--- src/rtl/fetch_stage_pkg.sv ---
// Shared fetch/decode definitions: FSM encoding, special instruction encodings
// and the bit positions of the instruction fields.
package fetch_stage_pkg;

  localparam int unsigned XLEN     = 16;
  localparam int unsigned OPC_W    = 5;
  localparam int unsigned REG_W    = 3;
  localparam int unsigned IMM_W    = 8;
  localparam int unsigned ADDR_W   = 11;

  localparam int unsigned OPC_LSB  = 11;
  localparam int unsigned REG1_LSB = 8;
  localparam int unsigned REG2_LSB = 5;
  localparam int unsigned REG3_LSB = 2;
  localparam int unsigned IMM_LSB  = 0;
  localparam int unsigned ADDR_LSB = 0;

  localparam logic [XLEN-1:0]  RESET_PC    = 16'h0000;
  localparam logic [XLEN-1:0]  PC_STEP     = 16'h0002;
  localparam logic [OPC_W-1:0] HALT_OPCODE = 5'b00000;
  localparam logic [XLEN-1:0]  NOP_INSTR   = 16'h0800;

  typedef enum logic [1:0] {
    ST_FETCH = 2'd0,
    ST_HOLD  = 2'd1,
    ST_HALT  = 2'd2
  } fetch_state_e;

  typedef struct packed {
    logic [OPC_W-1:0]  opcode;
    logic [REG_W-1:0]  reg1;
    logic [REG_W-1:0]  reg2;
    logic [REG_W-1:0]  reg3;
    logic [IMM_W-1:0]  imm;
    logic [ADDR_W-1:0] address;
  } instr_fields_t;

endpackage

--- src/rtl/fetch_stage_instr_fields.sv ---
// Combinational slicer of an instruction word into the fields decode consumes.
module fetch_stage_instr_fields
  import fetch_stage_pkg::*;
(
  input  logic [XLEN-1:0] instr_i,
  output instr_fields_t   fields_o
);

  always_comb begin
    fields_o.opcode  = instr_i[OPC_LSB  +: OPC_W];
    fields_o.reg1    = instr_i[REG1_LSB +: REG_W];
    fields_o.reg2    = instr_i[REG2_LSB +: REG_W];
    fields_o.reg3    = instr_i[REG3_LSB +: REG_W];
    fields_o.imm     = instr_i[IMM_LSB  +: IMM_W];
    fields_o.address = instr_i[ADDR_LSB +: ADDR_W];
  end

endmodule

--- src/rtl/fetch_stage.sv ---
// Instruction fetch stage: PC, variable-latency memory requests, a one-deep
// instruction holding register toward decode, redirects and HALT.
module fetch_stage
  import fetch_stage_pkg::*;
(
  input  logic              Clk,
  input  logic              Rst,
  output logic              MemRd,
  output logic [XLEN-1:0]   MemAddr,
  input  logic [XLEN-1:0]   MemData,
  input  logic              MemReady,
  input  logic              Stall,
  input  logic              Redirect,
  input  logic [XLEN-1:0]   RedirectPC,
  output logic [XLEN-1:0]   Instr,
  output logic              InstrValid,
  output logic [XLEN-1:0]   PCPlus2,
  output logic [REG_W-1:0]  Reg1,
  output logic [REG_W-1:0]  Reg2,
  output logic [REG_W-1:0]  Reg3,
  output logic [IMM_W-1:0]  Imm,
  output logic [ADDR_W-1:0] Address,
  output logic              Halted
);

  localparam logic [XLEN-1:0] RESET_PCP2 = RESET_PC + PC_STEP;

  fetch_state_e    state_q, state_d;
  logic [XLEN-1:0] pc_q, pc_d;
  logic [XLEN-1:0] instr_q, instr_d;
  logic [XLEN-1:0] pcp2_q, pcp2_d;

  instr_fields_t   fields;
  logic            halt_held;
  logic            fetch_req;
  logic [XLEN-1:0] pc_next;
  logic [XLEN-1:0] redirect_pc;

  fetch_stage_instr_fields u_fields (
    .instr_i  (instr_q),
    .fields_o (fields)
  );

  assign halt_held   = (fields.opcode == HALT_OPCODE);
  assign pc_next     = pc_q + PC_STEP;
  assign redirect_pc = {RedirectPC[XLEN-1:1], 1'b0};

  // A request goes out while empty, or as a prefetch when decode takes a non-HALT word.
  assign fetch_req = !Redirect &&
                     ((state_q == ST_FETCH) ||
                      ((state_q == ST_HOLD) && !Stall && !halt_held));

  always_ff @(posedge Clk or negedge Rst) begin
    if (!Rst) begin
      state_q <= ST_FETCH;
      pc_q    <= RESET_PC;
      instr_q <= NOP_INSTR;
      pcp2_q  <= RESET_PCP2;
    end else begin
      state_q <= state_d;
      pc_q    <= pc_d;
      instr_q <= instr_d;
      pcp2_q  <= pcp2_d;
    end
  end

  always_comb begin
    state_d = state_q;
    pc_d    = pc_q;
    instr_d = instr_q;
    pcp2_d  = pcp2_q;
    case (state_q)
      ST_FETCH, ST_HOLD: begin
        if (Redirect) begin
          // Squash whatever is held or returning this cycle.
          state_d = ST_FETCH;
          pc_d    = redirect_pc;
          instr_d = NOP_INSTR;
        end else if (fetch_req) begin
          if (MemReady) begin
            state_d = ST_HOLD;
            instr_d = MemData;
            pc_d    = pc_next;
            pcp2_d  = pc_next;
          end else begin
            state_d = ST_FETCH;
          end
        end else if ((state_q == ST_HOLD) && !Stall) begin
          state_d = ST_HALT;
        end
      end
      ST_HALT: state_d = ST_HALT;
      default: state_d = ST_HALT;
    endcase
  end

  always_comb begin
    MemRd      = fetch_req;
    MemAddr    = pc_q;
    InstrValid = (state_q == ST_HOLD);
    Halted     = (state_q == ST_HALT);
  end

  assign Instr   = instr_q;
  assign PCPlus2 = pcp2_q;
  assign Reg1    = fields.reg1;
  assign Reg2    = fields.reg2;
  assign Reg3    = fields.reg3;
  assign Imm     = fields.imm;
  assign Address = fields.address;

endmodule

--- config.mk ---
export PLATFORM = sky130hd
export DESIGN_NAME = fetch_stage
export DESIGN_NICKNAME = d
export VERILOG_FILES = /design/src/rtl/fetch_stage_pkg.sv /design/src/rtl/fetch_stage_instr_fields.sv /design/src/rtl/fetch_stage.sv
export SDC_FILE = /design/constraint.sdc
export NUM_CORES = 1
export LEC_CHECK = 0
export ABC_AREA = 1
export BUFFER_PORTS_ARGS = -buffer_cell sky130_fd_sc_hd__buf_2
export CAP_MARGIN = 20
export CORE_MARGIN = 8
export CORE_UTILIZATION = 35
export CTS_BUF_LIST = sky130_fd_sc_hd__clkbuf_8
export DETAILED_ROUTE_END_ITERATION = 7
export GPL_TIMING_DRIVEN = 0
export PLACE_DENSITY = 0.64
export SLEW_MARGIN = 15
export SYNTH_ARGS = -nofsm -noshare
export SYNTH_HDL_FRONTEND = slang
export SYNTH_SLANG_ARGS = --single-unit
--- constraint.sdc ---
create_clock -name Clk -period 1.8 [get_ports Clk]
set_clock_uncertainty 0.15 [all_clocks]
set_input_delay 0.18 -clock Clk [delete_from_list [all_inputs] [get_ports Clk]]
set_output_delay 0.18 -clock Clk [all_outputs]
set_load 0.01 [all_outputs]
# Word-level counts from Yosys, hierarchy flattened
# Index checks and enable logic that the tools add are counted.
# word_totals
wordCells,34
regBits,50
# op_classes
reduce_logical,14
n_eq_ne,3
bitwise,1
add_sub_neg,1
n_mux,11
# op_table
op,count
$mux W16,6
$add A16 B2 Y16 const B,1
$mux W2,4
$logic_not A5 Y1,1
$ne A4 B4 Y1 const B,1
$reduce_and A4 Y1,1
$reduce_bool A2 Y1,2
$logic_and A1 B1 Y1,3
$logic_not A1 Y1,3
$reduce_and A3 Y1,1
$eq A2 B1 Y1 const B,1
$eq A2 B2 Y1 const B,1
$logic_not A2 Y1,1
$reduce_or A2 Y1,1
$logic_or A1 B1 Y1,1
$mux W1,1
$not A1 Y1,1

# Longest topological paths before layout
# Gate-level depths: netlist of run 1.
# logic_depth
word_depth,8
mapped_depth,10
depth_no_buf,10

# Cells and area by module
# Synthesis of run 1 repeated with hierarchy kept, for this count alone.
# hier_totals
cells_unflattened,358
hier_area_um2,2762.6
# by_module_without_submodules
module,cells_per_inst,instances,area_per_inst_um2,seq_area_each_um2
fetch_stage,325,1,2514.9,1203.7
fetch_stage_instr_fields,33,1,247.7,0.0

# Worst setup path after synthesis of run 1
# No wires, ideal clock.
# synth_timing
path_type,register -> register
startpoint,reg pc_q[1] (netlist: MemAddr[1])
endpoint,reg pc_q[5] (netlist: MemAddr[5])
stages_incl_launch_ff,9
period_less_slack_ns,1.639
arrival_time_ns,1.373
setup_time_ns,0.117
n_path_buf,0
path_slack_ns,0.161
path_cell_list,dfrtp_1 > ha_1 > nand2_1 > nor2_1 > or2_2 > nand2_1 > o21ai_0 > nand2_1 > nand2_1
# synth_via
elab_chain_cells,4
# synth_rtl
item,line,rtl
from (decl),fetch_stage.sv:29,"logic [XLEN-1:0] pc_q, pc_d;"
from (signal assigned),fetch_stage.sv:61,pc_q <= pc_d;
$add A16 B2 Y16,fetch_stage.sv:45,assign pc_next = pc_q + PC_STEP;
$mux W16,fetch_stage.sv:80,if (MemReady) begin
$mux W16,fetch_stage.sv:79,end else if (fetch_req) begin
$mux W16,fetch_stage.sv:74,if (Redirect) begin
# No other way between the ends. The select of a mux whose other input is x is not followed.
# A chain may end at the register's enable or synchronous reset.

# Final worst setup path of run 1
# layout_timing
startpoint,reg instr_q[11] (netlist: Instr[11])
endpoint,out MemRd
# layout_via
elab_chain_cells,5
# layout_rtl
item,line,rtl
from (decl),fetch_stage.sv:30,"logic [XLEN-1:0] instr_q, instr_d;"
from (signal assigned),fetch_stage.sv:62,instr_q <= instr_d;
$logic_not A5 Y1,fetch_stage.sv:44,assign halt_held = (fields.opcode == HALT_OPCODE);
$logic_not A1 Y1,fetch_stage.sv:51,((state_q == ST_HOLD) && !Stall && !halt_held));
$logic_and A1 B1 Y1,fetch_stage.sv:51,
$logic_or A1 B1 Y1,fetch_stage.sv:50,((state_q == ST_FETCH) ||
$logic_and A1 B1 Y1,fetch_stage.sv:49,assign fetch_req = !Redirect &&
to (decl),fetch_stage.sv:8,"output logic MemRd,"
# No other way between the ends.

==> results of run 1 <==
==> kinds of logic (layout without fill, tap and decap cells) <==
| group | Yosys count | after routing | share of synthesized area [%] |
|---|---|---|---|
| simple gates | 204 | 204 | 31.9 |
| buf+inv | 58 | 199 | 13.1 |
| flops | 48 | 48 | 44.5 |
| compound gates | 38 | 38 | 8.93 |
| xor+xnor | 3 | 3 | 0.972 |
| fa+ha+maj | 1 | 1 | 0.462 |
| other cells | 1 | 2 | 0.139 |
==> layout by cell type, fill, tap and decap left out, drive strengths merged <==
master | synthesis | routed
nand3b | 4 | 4
nand4 | 4 | 4
dfrtp | 46 | 46
nand2 | 155 | 155
a21oi | 3 | 3
nor2 | 18 | 18
dfstp | 2 | 2
dlygate4sd3 | 0 | 17
clkinvlp | 0 | 1
xor2 | 3 | 3
a21boi | 1 | 1
buf | 40 | 154
nand3 | 19 | 19
ha | 1 | 1
nor3 | 1 | 1
inv | 14 | 15
or2 | 3 | 3
o21ai | 34 | 34
conb | 1 | 2
clkbuf | 4 | 12
==> path summary, 6_finish.rpt <==
path	startpoint	slack [ns]	endpoint
max reg2reg	Instr[11]$_DFFE_PN1P_	0.09	PCPlus2[14]$_DFFE_PN0P_
min in group asynchronous	Rst	0.28	MemAddr[7]$_DFFE_PN0P_
max in group asynchronous	Rst	0.76	MemAddr[1]$_DFFE_PN0P_
min	RedirectPC[14]	0.01	MemAddr[14]$_DFFE_PN0P_
min reg2reg	PCPlus2[1]$_DFFE_PN1P_	0.33	PCPlus2[1]$_DFFE_PN1P_
max	Instr[11]$_DFFE_PN1P_	0.07	MemRd
==> where the power goes <==
group | switching, uW | leakage [uW] | internal (uW)
clock | 372 | 0.0000486 | 307
combinational | 94.5 | 0.00143 | 83.3
sequential | 5.44 | 0.000647 | 1090
==> sequential cells by signal, indices dropped and copies added, names as in the netlist <==
register  count
state_q       2
PCPlus2      15
Instr        16
MemAddr      15
==> metal layers <==
metal / vias to the layer above / share of wire (%) / global-route usage [%]
li1: 1361 / - / -
met1: 1242 / 42 / 17.3
met2: 69 / 50 / 25.0
met3: 7 / 6.5 / 4.40
met4: 0 / 1.3 / 4.14
met5: - / 0 / 0
==> timing repair <==
action | CTS | global route
setup buffers | 2 | 3
hold buffers | 17 | 0
hold endpoints to repair | 62 | 0
endpoints found under the setup margin | 4 | 35
cloned | 0 | 1
gates resized for setup | 2 | 11
pin swaps | 1 | 2
==> per-stage QoR <==
stage | setup WS [ns] | utilization, % | total power, uW | cell area, sq um | TNS (ns)
2_1_floorplan | 0.161 | - | 1180 | 2710 | 0
4_1_cts | 0.0192 | 48.2 | 1990 | 3670 | 0
3_3_place_gp | -0.0145 | 44.5 | 1260 | 3390 | -0.0145
5_1_grt | -0.0138 | 49.5 | 2030 | 3760 | -0.0219
3_5_place_dp | -0.0361 | 44.5 | 1270 | 3390 | -0.0674
6_report | 0.0658 | 49.5 | 1950 | 3760 | 0
==> cell type report <==
cell class | count | area (sq um)
Clock inverter | 2 | 11.3
Timing Repair Buffer | 133 | 790
Tap cell | 102 | 128
Inverter | 14 | 52.6
Clock buffer | 6 | 82.6
Multi-Input combinational cell | 248 | 1180
Fill cell | 774 | 3840
Buffer | 44 | 318
Sequential cell | 48 | 1200
==> critical path, delay by kind of cell, from the launching register on <==
kind,cells,cell delay (ns)
AO/OA/AOI/OAI,1,0.17
buffers and inverters,1,0.16
flip-flops,1,0.54
AND/OR/NAND/NOR,3,0.23
==> run summary, run 1 <==
Post-route antenna net violation count: 0
Drt total wl: 8.02 mm
Slowest cell on crit path: dfstp_2
Sequential-to-total area share from yosys stat: 44.5%
Reg2reg path depth: 9
Seq cells post-synth: 48
CP max stage delay: 0.54 ns
Ys flop type: dfrtp_1
Min Hold Slack: 0.0144 ns
Critical Path End Type: primary output
Hpwl dp: 5.96 mm
Tcrit/Tclk final: 96.3%
Ant. Diodes: 0
Avg Synthesized Cell Area: 7.66 sq um
Final Hold Fails: 0
P_leak: 0.00212 uW
Slew HR: 57.4%
# DRC: 0
Vias in the first global route: 2643
Average via count per standard cell: 4.49
Initial antenna violation count: 0
RSZ-0062 raised after global routing: yes
DP Cell Count: 566
Longest Clk Path Bufs: 2
CP Class: flip-flop to primary output
Root buffer cell: clkbuf_8
# IOs: 116
Max Slew Vio Count: 0
Status: completed
CTS HTree Levels: 2
TritonCTS buffer count: 5
Total track usage: 14.6%
Yosys warns: 0
Die Width: 104 um
Hold Crit Class: primary input to flip-flop
Hold Path Cell Cnt: 5
Largest net degree at the start of global routing: 49
1st-pass router iterations: 4
Cells along the critical path: nor2_1 -> nand3b_1 -> nand2_2 -> a21oi_4 -> buf_2
Count of flip-flops with a built-in enable after synthesis: 0
Die ar.: 10800 sq um
Final #Nets: 532
Unique masters post-synth: 29
GRT overflow: 0
DR iter-0 viols: 132
Min cycle time layout: 1.73 ns
CTS tree: yes
Syn Inst Count: 353
Mapped Area: 2710 sq um
CP max FO: 3
First-pass GRT wire length: 13.2 mm
CTS Sinks: 48
Post-synthesis async set-or-reset flop share: 100%
Most common cell in the netlist: nand2_1
Area delta synth->final: 39.1%
Clock latency at the later pin of the worst-skew pair: 0.30 ns
MaxCap Viol Count: 0
Arr. time, crit path: 1.40 ns
Std-Cell Rows: 32
CP Launch Type: flip-flop
Ratio of cells with drive above 1 in the final layout: 39.0%
VDD IR max: 0.234 mV
Vias: 2679
Worst Tran Pin Value: 0.638 ns
Worst-path clk slew: 0.09 ns
IO buf count: 110
Core area: 7610 sq um
PwrDens: 519 nW/um^2
Dominant cells by area after synthesis: dfrtp_1, nand2_1, buf_4, o21ai_0, o21ai_2
Post-synth top cells: nand2_1, dfrtp_1, buf_4, o21ai_0
FMAX: 0.577 GHz
Starting Density: 35.6%
Placer Congestion: 0.834
Post-synthesis cell type with the largest combined area: dfrtp_1
Routed length per instance: 13.4 um
Top cell type's share of synthesized area: 42.6%
Non-Filler Instances: 597
Final setup violation count: 0
Req. time, crit path: 1.47 ns
Die Y: 104 um
Power figures use the tool's default switching activity.
==> run 2: changes to the inputs <==
--- a/config.mk
+++ b/config.mk
@@ -8,6 +8,7 @@
 export ABC_AREA = 1
 export BUFFER_PORTS_ARGS = -buffer_cell sky130_fd_sc_hd__buf_2
 export CAP_MARGIN = 20
+export CORE_ASPECT_RATIO = 1.2
 export CORE_MARGIN = 8
 export CORE_UTILIZATION = 35
 export CTS_BUF_LIST = sky130_fd_sc_hd__clkbuf_8
==> run summary, run 2 (synthesized netlist as in run 1, its figures left out) <==
Root buffer cell: clkbuf_8
Ratio of cells with drive above 1 in the final layout: 39.3%
# IOs: 116
Min cycle time layout: 1.72 ns
Total track usage: 14.7%
CTS Sinks: 48
Worst hold start: MemData[13]
Critical Path End Type: primary output
CTS HTree Levels: 2
1st-pass router iterations: 4
First-pass GRT wire length: 12.6 mm
Hold Crit Class: primary input to flip-flop
VDD IR max: 0.260 mV
Reg2reg path depth: 9
Dpl cell area: 3370 sq um
FMAX: 0.582 GHz
CP Launch Type: flip-flop
Average via count per standard cell: 4.50
# DRC: 0
Hpwl dp: 6.03 mm
Longest Clk Path Bufs: 2
Drt total wl: 7.95 mm
Hold Path Cell Cnt: 3
CP Class: flip-flop to primary output
Routed length per instance: 13.7 um
Ant. Diodes: 0
Worst hold endpoint: Instr[13]$_DFFE_PN0P_
Die Width: 96.3 um
Final #Nets: 526
Clock latency at the later pin of the worst-skew pair: 0.30 ns
Worst-path clk slew: 0.08 ns
Arr. time, crit path: 1.39 ns
Most common cell after layout, fill and taps aside: nand2_1
Layout Cell Area excl Fill: 3700 sq um
Post-layout util: 48.9%
Largest net degree at the start of global routing: 49
Std-Cell Rows: 35
Status: completed
Vias: 2613
Die ar.: 10800 sq um
Reg2reg end: PCPlus2[15]$_DFFE_PN0P_
P_leak: 0.00211 uW
Max Slew Vio Count: 0
FF-to-FF Start: Instr[11]$_DFFE_PN1P_
Die Y: 112 um
RSZ-0062 raised after global routing: yes
Final Hold Fails: 0
Starting Density: 35.7%
Core area: 7580 sq um
CP max FO: 3
GRT overflow: 0
Reg2reg setup slack: 0.09 ns
CTS tree: yes
DR iter-0 viols: 110
Final setup violation count: 0
TritonCTS buffer count: 5
Req. time, crit path: 1.47 ns
PwrDens: 518 nW/um^2
Worst Tran Pin Value: 0.647 ns
Placer Congestion: 0.820
Max reg flops: 16
Vias in the first global route: 2705
Slew HR: 56.9%
Area delta synth->final: 36.9%
Leading cell types in the layout, fill and taps excluded: nand2_1, buf_2, dfrtp_1, buf_4, o21ai_0
Post-route antenna net violation count: 0
Tcrit/Tclk final: 95.5%
IO buf count: 110
Initial antenna violation count: 0
MaxCap Viol Count: 0
==> run 2: cell count changes in the layout (fill, tap and decap cells not counted), sizes merged <==
cell	change
inv	+1
clkbuf	+2
clkinvlp	-1
buf	-3
dlygate4sd3	-5
==> run 2: routing by layer <==
metal | global-route usage, % | vias to the layer above | part of all wire [%]
li1 | - | 1351 | -
met1 | 16.2 | 1160 | 40
met2 | 26.5 | 95 | 49
met3 | 2.87 | 7 | 9.1
met4 | 5.14 | 0 | 1.6
met5 | 0 | - | 0
==> run 2: cell type report <==
class / count / area, sq um
fillers: 777 / 3870
plain buffers: 44 / 315
repair buffers: 127 / 746
inverters: 14 / 52.6
clock buffers: 6 / 82.6
well taps: 92 / 115
multi-input cells: 248 / 1180
flip-flops and latches: 48 / 1200
clock inverters: 2 / 7.51
==> run 2: worst max-delay path by stage <==
stage / cells after the start / startpoint / to / slack, ns
2_1_floorplan: 8 / MemAddr[1]$_DFFE_PN0P_ / MemAddr[5]$_DFFE_PN0P_ / 0.16
3_3_place_gp: 8 / MemAddr[1]$_DFFE_PN0P_ / MemAddr[5]$_DFFE_PN0P_ / -0.08
3_5_place_dp: 8 / MemAddr[1]$_DFFE_PN0P_ / MemAddr[9]$_DFFE_PN0P_ / -0.11
4_1_cts: 7 / Instr[14]$_DFFE_PN0P_ / Instr[13]$_DFFE_PN0P_ / 0.003
5_1_grt: 5 / Instr[11]$_DFFE_PN1P_ / MemRd / -0.02
6_report: 5 / Instr[11]$_DFFE_PN1P_ / MemRd / 0.08
==> run 2: through the flow <==
step | setup WS [ns] | instances | setup TNS [ns] | total power [uW] | hold WS, ns
finish | 0.0817 | 581 | 0 | 1920 | 0.00346
global placement | -0.0806 | 556 | -0.189 | 1270 | 0.285
floorplan | 0.161 | 354 | 0 | 1180 | -0.266
CTS | 0.00277 | 578 | 0 | 1960 | 0.00125
detailed placement | -0.111 | 556 | -0.290 | 1270 | 0.293
global route | -0.0162 | 581 | -0.0415 | 2020 | 0.00672
==> run 2: critical path, stage by stage (launching register included) <==
cell      delay (ns)
dfstp_2         0.55
nor2_1          0.04
nand3b_1        0.10
nand2_2         0.09
a21oi_4         0.17
buf_2           0.15
==> run 2: report_power, final <==
part           leakage [uW]  internal, uW  switching, uW
Clock             0.0000538           303            347
Sequential         0.000647          1090           5.61
Combinational       0.00141          76.6           95.4
Total               0.00211          1470            448
==> run 2: what timing repair did <==
item | CTS | global route
pin swaps | 1 | 1
endpoints found under the hold margin | 57 | 0
setup buffers | 2 | 1
gates resized for setup | 3 | 13
hold buffers | 12 | 0
cloned | 0 | 2
setup endpoints to repair | 7 | 26
